--- src/rtl/jedro_1_test_ctrl_pkg.sv ---
// jedro_1_test_ctrl_pkg: register word offsets, HALT bit index and byte-lane merge helper
package jedro_1_test_ctrl_pkg;
  localparam logic [5:0] OFF_SIG_START = 6'h00;
  localparam logic [5:0] OFF_SIG_END   = 6'h01;
  localparam logic [5:0] OFF_HALT      = 6'h02;
  localparam logic [5:0] OFF_CYCLE_LO  = 6'h03;
  localparam logic [5:0] OFF_CYCLE_HI  = 6'h04;
  localparam logic [5:0] OFF_CONSOLE   = 6'h05;
  localparam int HALT_BIT = 0;

  function automatic logic [31:0] apply_be(input logic [31:0] old, input logic [31:0] wdata,
                                           input logic [3:0] be);
    logic [31:0] res;
    for (int i = 0; i < 4; i++) res[8*i+:8] = be[i] ? wdata[8*i+:8] : old[8*i+:8];
    return res;
  endfunction
endpackage

--- src/rtl/jedro_1_sync_fifo.sv ---
// jedro_1_sync_fifo: synchronous FIFO, drops pushes when full, ignores pops when empty
//   push_i/wdata_i write side, pop_i read side, rdata_o = head entry (from registers),
//   full_o/empty_o/count_o occupancy; async active-low reset clears storage and pointers.
module jedro_1_sync_fifo #(
  parameter int WIDTH = 8,
  parameter int DEPTH = 8
) (
  input  logic                     clk_i,
  input  logic                     rstn_i,
  input  logic                     push_i,
  input  logic                     pop_i,
  input  logic [WIDTH-1:0]         wdata_i,
  output logic [WIDTH-1:0]         rdata_o,
  output logic                     full_o,
  output logic                     empty_o,
  output logic [$clog2(DEPTH):0]   count_o
);
  localparam int AW = $clog2(DEPTH);
  logic [WIDTH-1:0] mem [DEPTH];
  logic [AW-1:0] wr_ptr, rd_ptr;
  logic do_push, do_pop;
  assign full_o  = count_o == (AW+1)'(DEPTH);
  assign empty_o = count_o == '0;
  assign do_push = push_i && !full_o;
  assign do_pop  = pop_i && !empty_o;
  assign rdata_o = mem[rd_ptr];
  always_ff @(posedge clk_i or negedge rstn_i) begin
    if (!rstn_i) begin
      for (int i = 0; i < DEPTH; i++) mem[i] <= '0;
      wr_ptr  <= '0;
      rd_ptr  <= '0;
      count_o <= '0;
    end else begin
      if (do_push) begin
        mem[wr_ptr] <= wdata_i;
        wr_ptr      <= wr_ptr + AW'(1);
      end
      if (do_pop) rd_ptr <= rd_ptr + AW'(1);
      count_o <= count_o + (AW+1)'(do_push) - (AW+1)'(do_pop);
    end
  end
endmodule

--- src/rtl/jedro_1_test_ctrl.sv ---
// jedro_1_test_ctrl: memory-mapped test-control responder (signature regs, halt, cycle counter, console)
//   Request: req_i, we_i (0 = read), addr_i, wdata_i; always accepted.
//   Response one cycle later: rvalid_o / wvalid_o pulse, err_o and rdata_o qualify it.
//   Status: halt_o (sticky), sig_start_o, sig_end_o.
//   Console: cons_valid_o/cons_data_o/cons_ready_i byte stream out of the TX FIFO.
//   Macro JEDRO_1_TEST_CTRL_CONSOLE_EN enables the console FIFO; without it CONSOLE accesses error
//   and the console outputs are tied to 0.
module jedro_1_test_ctrl
  import jedro_1_test_ctrl_pkg::*;
#(
  parameter int                    DATA_WIDTH = 32,
  parameter int                    ADDR_WIDTH = 32,
  parameter logic [ADDR_WIDTH-1:0] BASE_ADDR  = 32'hFFFF_FF00,
  parameter int                    FIFO_DEPTH = 8
) (
  input  logic                  clk_i,
  input  logic                  rstn_i,
  input  logic                  req_i,
  input  logic [3:0]            we_i,
  input  logic [ADDR_WIDTH-1:0] addr_i,
  input  logic [DATA_WIDTH-1:0] wdata_i,
  output logic [DATA_WIDTH-1:0] rdata_o,
  output logic                  rvalid_o,
  output logic                  wvalid_o,
  output logic                  err_o,
  output logic                  halt_o,
  output logic [31:0]           sig_start_o,
  output logic [31:0]           sig_end_o,
  output logic                  cons_valid_o,
  output logic [7:0]            cons_data_o,
  input  logic                  cons_ready_i
);
  if (DATA_WIDTH != 32 || FIFO_DEPTH < 2 || (FIFO_DEPTH & (FIFO_DEPTH - 1)) != 0 ||
      BASE_ADDR[7:0] != 8'h00) begin : g_bad_cfg
    $error("jedro_1_test_ctrl: unsupported parameter set");
  end
  logic hit, rd, wr, err_c, cons_err, unused_addr;
  logic [5:0] off, last_off;
  logic [31:0] rd_c, cons_st, snap_q;
  logic [63:0] cycle_q;
  assign hit = addr_i[ADDR_WIDTH-1:8] == BASE_ADDR[ADDR_WIDTH-1:8];
  assign off = addr_i[7:2];
  assign rd  = we_i == '0;
  assign wr  = req_i && hit && !rd;
  assign unused_addr = ^addr_i[1:0];
`ifdef JEDRO_1_TEST_CTRL_CONSOLE_EN
  localparam int CNT_W = $clog2(FIFO_DEPTH);
  logic push, full, empty;
  logic [CNT_W:0] count;
  assign push = wr && off == OFF_CONSOLE && we_i[0];
  jedro_1_sync_fifo #(.WIDTH(8), .DEPTH(FIFO_DEPTH)) u_fifo (
    .clk_i   (clk_i),
    .rstn_i  (rstn_i),
    .push_i  (push),
    .pop_i   (cons_ready_i),
    .wdata_i (wdata_i[7:0]),
    .rdata_o (cons_data_o),
    .full_o  (full),
    .empty_o (empty),
    .count_o (count)
  );
  assign cons_valid_o = !empty;
  // full is the registered occupancy, so a push in the same cycle as a pop still errors when full
  assign cons_err = push && full;
  assign cons_st  = 32'({full, empty, count[CNT_W-1:0]});
  assign last_off = OFF_CONSOLE;
`else
  logic unused_cons;
  assign unused_cons  = cons_ready_i;
  assign cons_valid_o = 1'b0;
  assign cons_data_o  = '0;
  assign cons_err     = 1'b0;
  assign cons_st      = '0;
  assign last_off     = OFF_CYCLE_HI;
`endif
  assign err_c = !hit || off > last_off || cons_err ||
                 (!rd && (off == OFF_CYCLE_LO || off == OFF_CYCLE_HI));
  assign rd_c = off == OFF_SIG_START ? sig_start_o :
                off == OFF_SIG_END   ? sig_end_o :
                off == OFF_HALT      ? 32'(halt_o) << HALT_BIT :
                off == OFF_CYCLE_LO  ? cycle_q[31:0] :
                off == OFF_CYCLE_HI  ? snap_q :
                off == OFF_CONSOLE   ? cons_st : '0;
  always_ff @(posedge clk_i or negedge rstn_i) begin
    if (!rstn_i) begin
      rdata_o     <= '0;
      rvalid_o    <= 1'b0;
      wvalid_o    <= 1'b0;
      err_o       <= 1'b0;
      halt_o      <= 1'b0;
      sig_start_o <= '0;
      sig_end_o   <= '0;
      snap_q      <= '0;
      cycle_q     <= '0;
    end else begin
      rvalid_o <= req_i && rd;
      wvalid_o <= req_i && !rd;
      err_o    <= req_i && err_c;
      rdata_o  <= (req_i && rd && !err_c) ? rd_c : '0;
      if (wr && off == OFF_SIG_START) sig_start_o <= apply_be(sig_start_o, wdata_i, we_i);
      if (wr && off == OFF_SIG_END) sig_end_o <= apply_be(sig_end_o, wdata_i, we_i);
      if (wr && off == OFF_HALT && we_i[HALT_BIT] && wdata_i[HALT_BIT]) halt_o <= 1'b1;
      // LO read latches the upper word so a following HI read is coherent with it
      if (req_i && hit && rd && off == OFF_CYCLE_LO) snap_q <= cycle_q[63:32];
      if (!halt_o) cycle_q <= cycle_q + 64'd1;
    end
  end
endmodule

--- config.mk ---
export PLATFORM = sky130hd
export DESIGN_NAME = jedro_1_test_ctrl
export DESIGN_NICKNAME = d
export VERILOG_FILES = /design/src/rtl/jedro_1_test_ctrl_pkg.sv /design/src/rtl/jedro_1_sync_fifo.sv /design/src/rtl/jedro_1_test_ctrl.sv
export SDC_FILE = /design/constraint.sdc
export NUM_CORES = 1
export LEC_CHECK = 0
export BUFFER_PORTS_ARGS = -buffer_cell sky130_fd_sc_hd__buf_2
export CAP_MARGIN = 40
export CORE_MARGIN = 5
export CORE_UTILIZATION = 35
export DETAILED_ROUTE_END_ITERATION = 12
export PLACE_DENSITY = 0.66
export SLEW_MARGIN = 20
export SYNTH_ARGS = -nofsm -noshare
export SYNTH_HDL_FRONTEND = slang
export SYNTH_SLANG_ARGS = --single-unit
--- constraint.sdc ---
create_clock -name clk_i -period 1.6 [get_ports clk_i]
set_input_delay 0.32 -clock clk_i [delete_from_list [all_inputs] [get_ports clk_i]]
set_output_delay 0.32 -clock clk_i [all_outputs]
set_load 0.005 [all_outputs]
==> results.md <==
- RSZ-0062 raised after global routing: yes
- Clk Tree Root Cell: clkbuf_16
- Distinct cells, synth: 44
- Final Cell Area: 12820 um^2
- Flops & latches, synth: 196
- Failing checks: negative setup slack
- Share of layout cells above drive strength 1: 52.32%
- Final hold vios: 0
- Seq/Total Area, Yosys: 55.78%
- Max clock buf depth: 2
- Fmax achieved: 541.4 MHz
- Synth async-reset ratio: 100.0%
- Clock sinks: 196
- Synth area leader: dfrtp_1
- Die Ht: 168.5 um
- Mean post-synth cell area: 11.90 um^2
- Final period utilization: 115.4%
- Total gr overflow: 0
- Placement Cell Area: 11370 um^2
- Placed Cells incl. Taps: 1345
- Post-DP HPWL: 18940 um
- First-pass GRT wire length: 41520 um
- Most frequent cells after synthesis: 196 x dfrtp_1, 92 x mux2_2, 57 x nor2_1
- DR vias/cell: 5.285
- P_leak: 6.576 nW
- Peak ir drop on the vdd network: ~0.76 mV
- Nets@finish: ~1.1k
- Post-layout util: 51.35%
- Detailed Route Iter0 Violations: approximately 580
- Maxcap violations: 0
- Hold WS: 127.0 ps
- Worst EP arrival: 2200 ps
- Synth area leaders: dfrtp_1 56%, mux2_2 12%, xor2_1 3.6%
- Mapped cell area: 8793 um^2
- Post-synth EDFFs: 0
- GP Congestion: 0.8375
- Initial antenna violation count: 0
- Type of the worst setup path: flip-flop to flip-flop
- Port Buffers: between 150 and 200
- Die area: about 28000 um^2
- Tmin final: 1847 ps
- Count leader, synth: dfrtp_1
- Final worst slack: -246.9 ps
- Clock-pin transition on the worst setup and hold timing paths: 80 ps
- Initial Util: 35.22%
- Setup tns final: -8310 ps
- Htree depth: 4
- Core ar.: 24960 um^2
- Area Overhead vs Synth: 45.77%
- Vias post-DR: roughly 7.4k
- Critical path fanouts, max: 5
- Worst min-delay path category: input port to flip-flop
- Layout Cells excl Fill: 1406
- Initial DRT Pass Iterations: 5
- Clock Latency Late Sink: 440 ps
- Final setup viols: 89
- Largest net degree at the start of global routing: between 50 and 60
- Crit start category: flip-flop
- Die width: 168.5 um
- Vias in the first global route: about 7.5k
- Status: complete, but fails checks
- Worst EP required: 1960 ps
- Rows: a little under 60
- Worst slack, placed: -557.7 ps
- PwrDens: 764.1 nW/um^2
- Num ports: 181
- Mean routed wirelength per cell: 18.83 um
- Total Wirelength: 26480 um
- Top FF cell, synth: dfrtp_1
- YS warnings: 0
- Diodes inserted: 0
- Final ANT Viol Nets: 0
- Final worst clock skew: 11.45 ps
- Residual DRC: 0
- Overall power: a little under 10 mW
- Nature of the critical path endpoint: flip-flop
- Total CTS buffers: 17
- CTS tree: done
- Final slew viol count: 0
- Cells after synthesis: around 740
- Synth top area share: 55.78%
- Global-route usage over all layers: 18.16%
[cells in the final DEF, fill, tap and decap left out, drive strengths merged, types with 7 or more instances in the layout]
cell type / instances
o311a: 31
xor2: 36
nand4: 32
o21ai: 7
a22oi: 31
dfrtp: 196
clkbuf: 18
conb: 9
and3: 10
nand2: 30
nor4: 14
o22ai: 32
xnor2: 27
nor3: 21
nor2: 57
buf: 348
nand3: 32
mux2: 92
inv: 14
[worst paths after layout]
path	from	endpoint	slack, ps	cells past startpoint
worst min register to register	cycle_q[63]	cycle_q[63]	470	1
worst max-delay path	halt_o	cycle_q[53]	-250	7
worst min-delay path	wdata_i[8]	sig_start_o[8]	130	2
max in group asynchronous	rstn_i	rdata_o[22]	600	3
min in group asynchronous	rstn_i	cycle_q[1]	370	2
worst max register to register	halt_o	cycle_q[53]	-250	7
[state kept, by name (all words and copies together), names as in the netlist]
register     cells
cycle_q         64
rdata_o         32
sig_end_o       32
sig_start_o     32
snap_q          32
err_o            1
halt_o           1
rvalid_o         1
wvalid_o         1
[timing repair]
action / CTS / global route
endpoints found under the hold margin: 36 / 0
pin swaps: 30 / 45
hold buffers: 1 / 0
resized for setup: 73 / 53
setup endpoints to repair: 114 / 104
setup buffers: 11 / 17
[where the power goes]
| part | switching, mW | internal (mW) | leakage, nW |
|---|---|---|---|
| clock network | 2.02 | 2.38 | 0.299 |
| logic | 0.274 | 0.165 | 3.56 |
| registers | 0.00108 | 4.95 | 2.72 |
| total | 2.30 | 7.50 | 6.58 |
[routing by layer]
metal / GRT usage [%] / vias up / wire (um)
met5: 0 / - / 0
met4: 4.693 / 0 / 473
met3: 3.223 / 39 / 1239
met2: 29.58 / 223 / 13190
met1: 25.29 / 3824 / 11580
li1: - / 3345 / -
[critical path: stages, from the launching register on]
cell      delay, ps
dfrtp_2         480
nand3b_1        320
nor4_4          270
buf_4           170
nand4_1         100
buf_6           180
nor3_4          110
xnor2_1         130
[logic make-up (layout without fill, tap and decap cells)]
kind of cell / Yosys count / count (layout) / share of synthesized area, %
AND/OR/NAND/NOR: 218 / 218 / 13.36
flip-flops: 196 / 196 / 55.78
XOR/XNOR: 63 / 63 / 6.275
AO/OA/AOI/OAI: 107 / 107 / 9.277
multiplexers: 93 / 93 / 11.90
other: 1 / 9 / 0.04265
buffers and inverters: 60 / 389 / 3.230
adder cells (fa/ha/maj): 1 / 1 / 0.1423
[final cells by class]
class / count / area [um^2]
fill: 2097 / 12150
sequential: 196 / 4908
multi-input combinational: 491 / 4377
timing repair buffer: 350 / 2480
clock buffer: 17 / 425.4
tap: 330 / 412.9
clock inverter: 15 / 188.9
inverter: 7 / 26.28
Note: power is estimated with default switching activity, not from simulation.
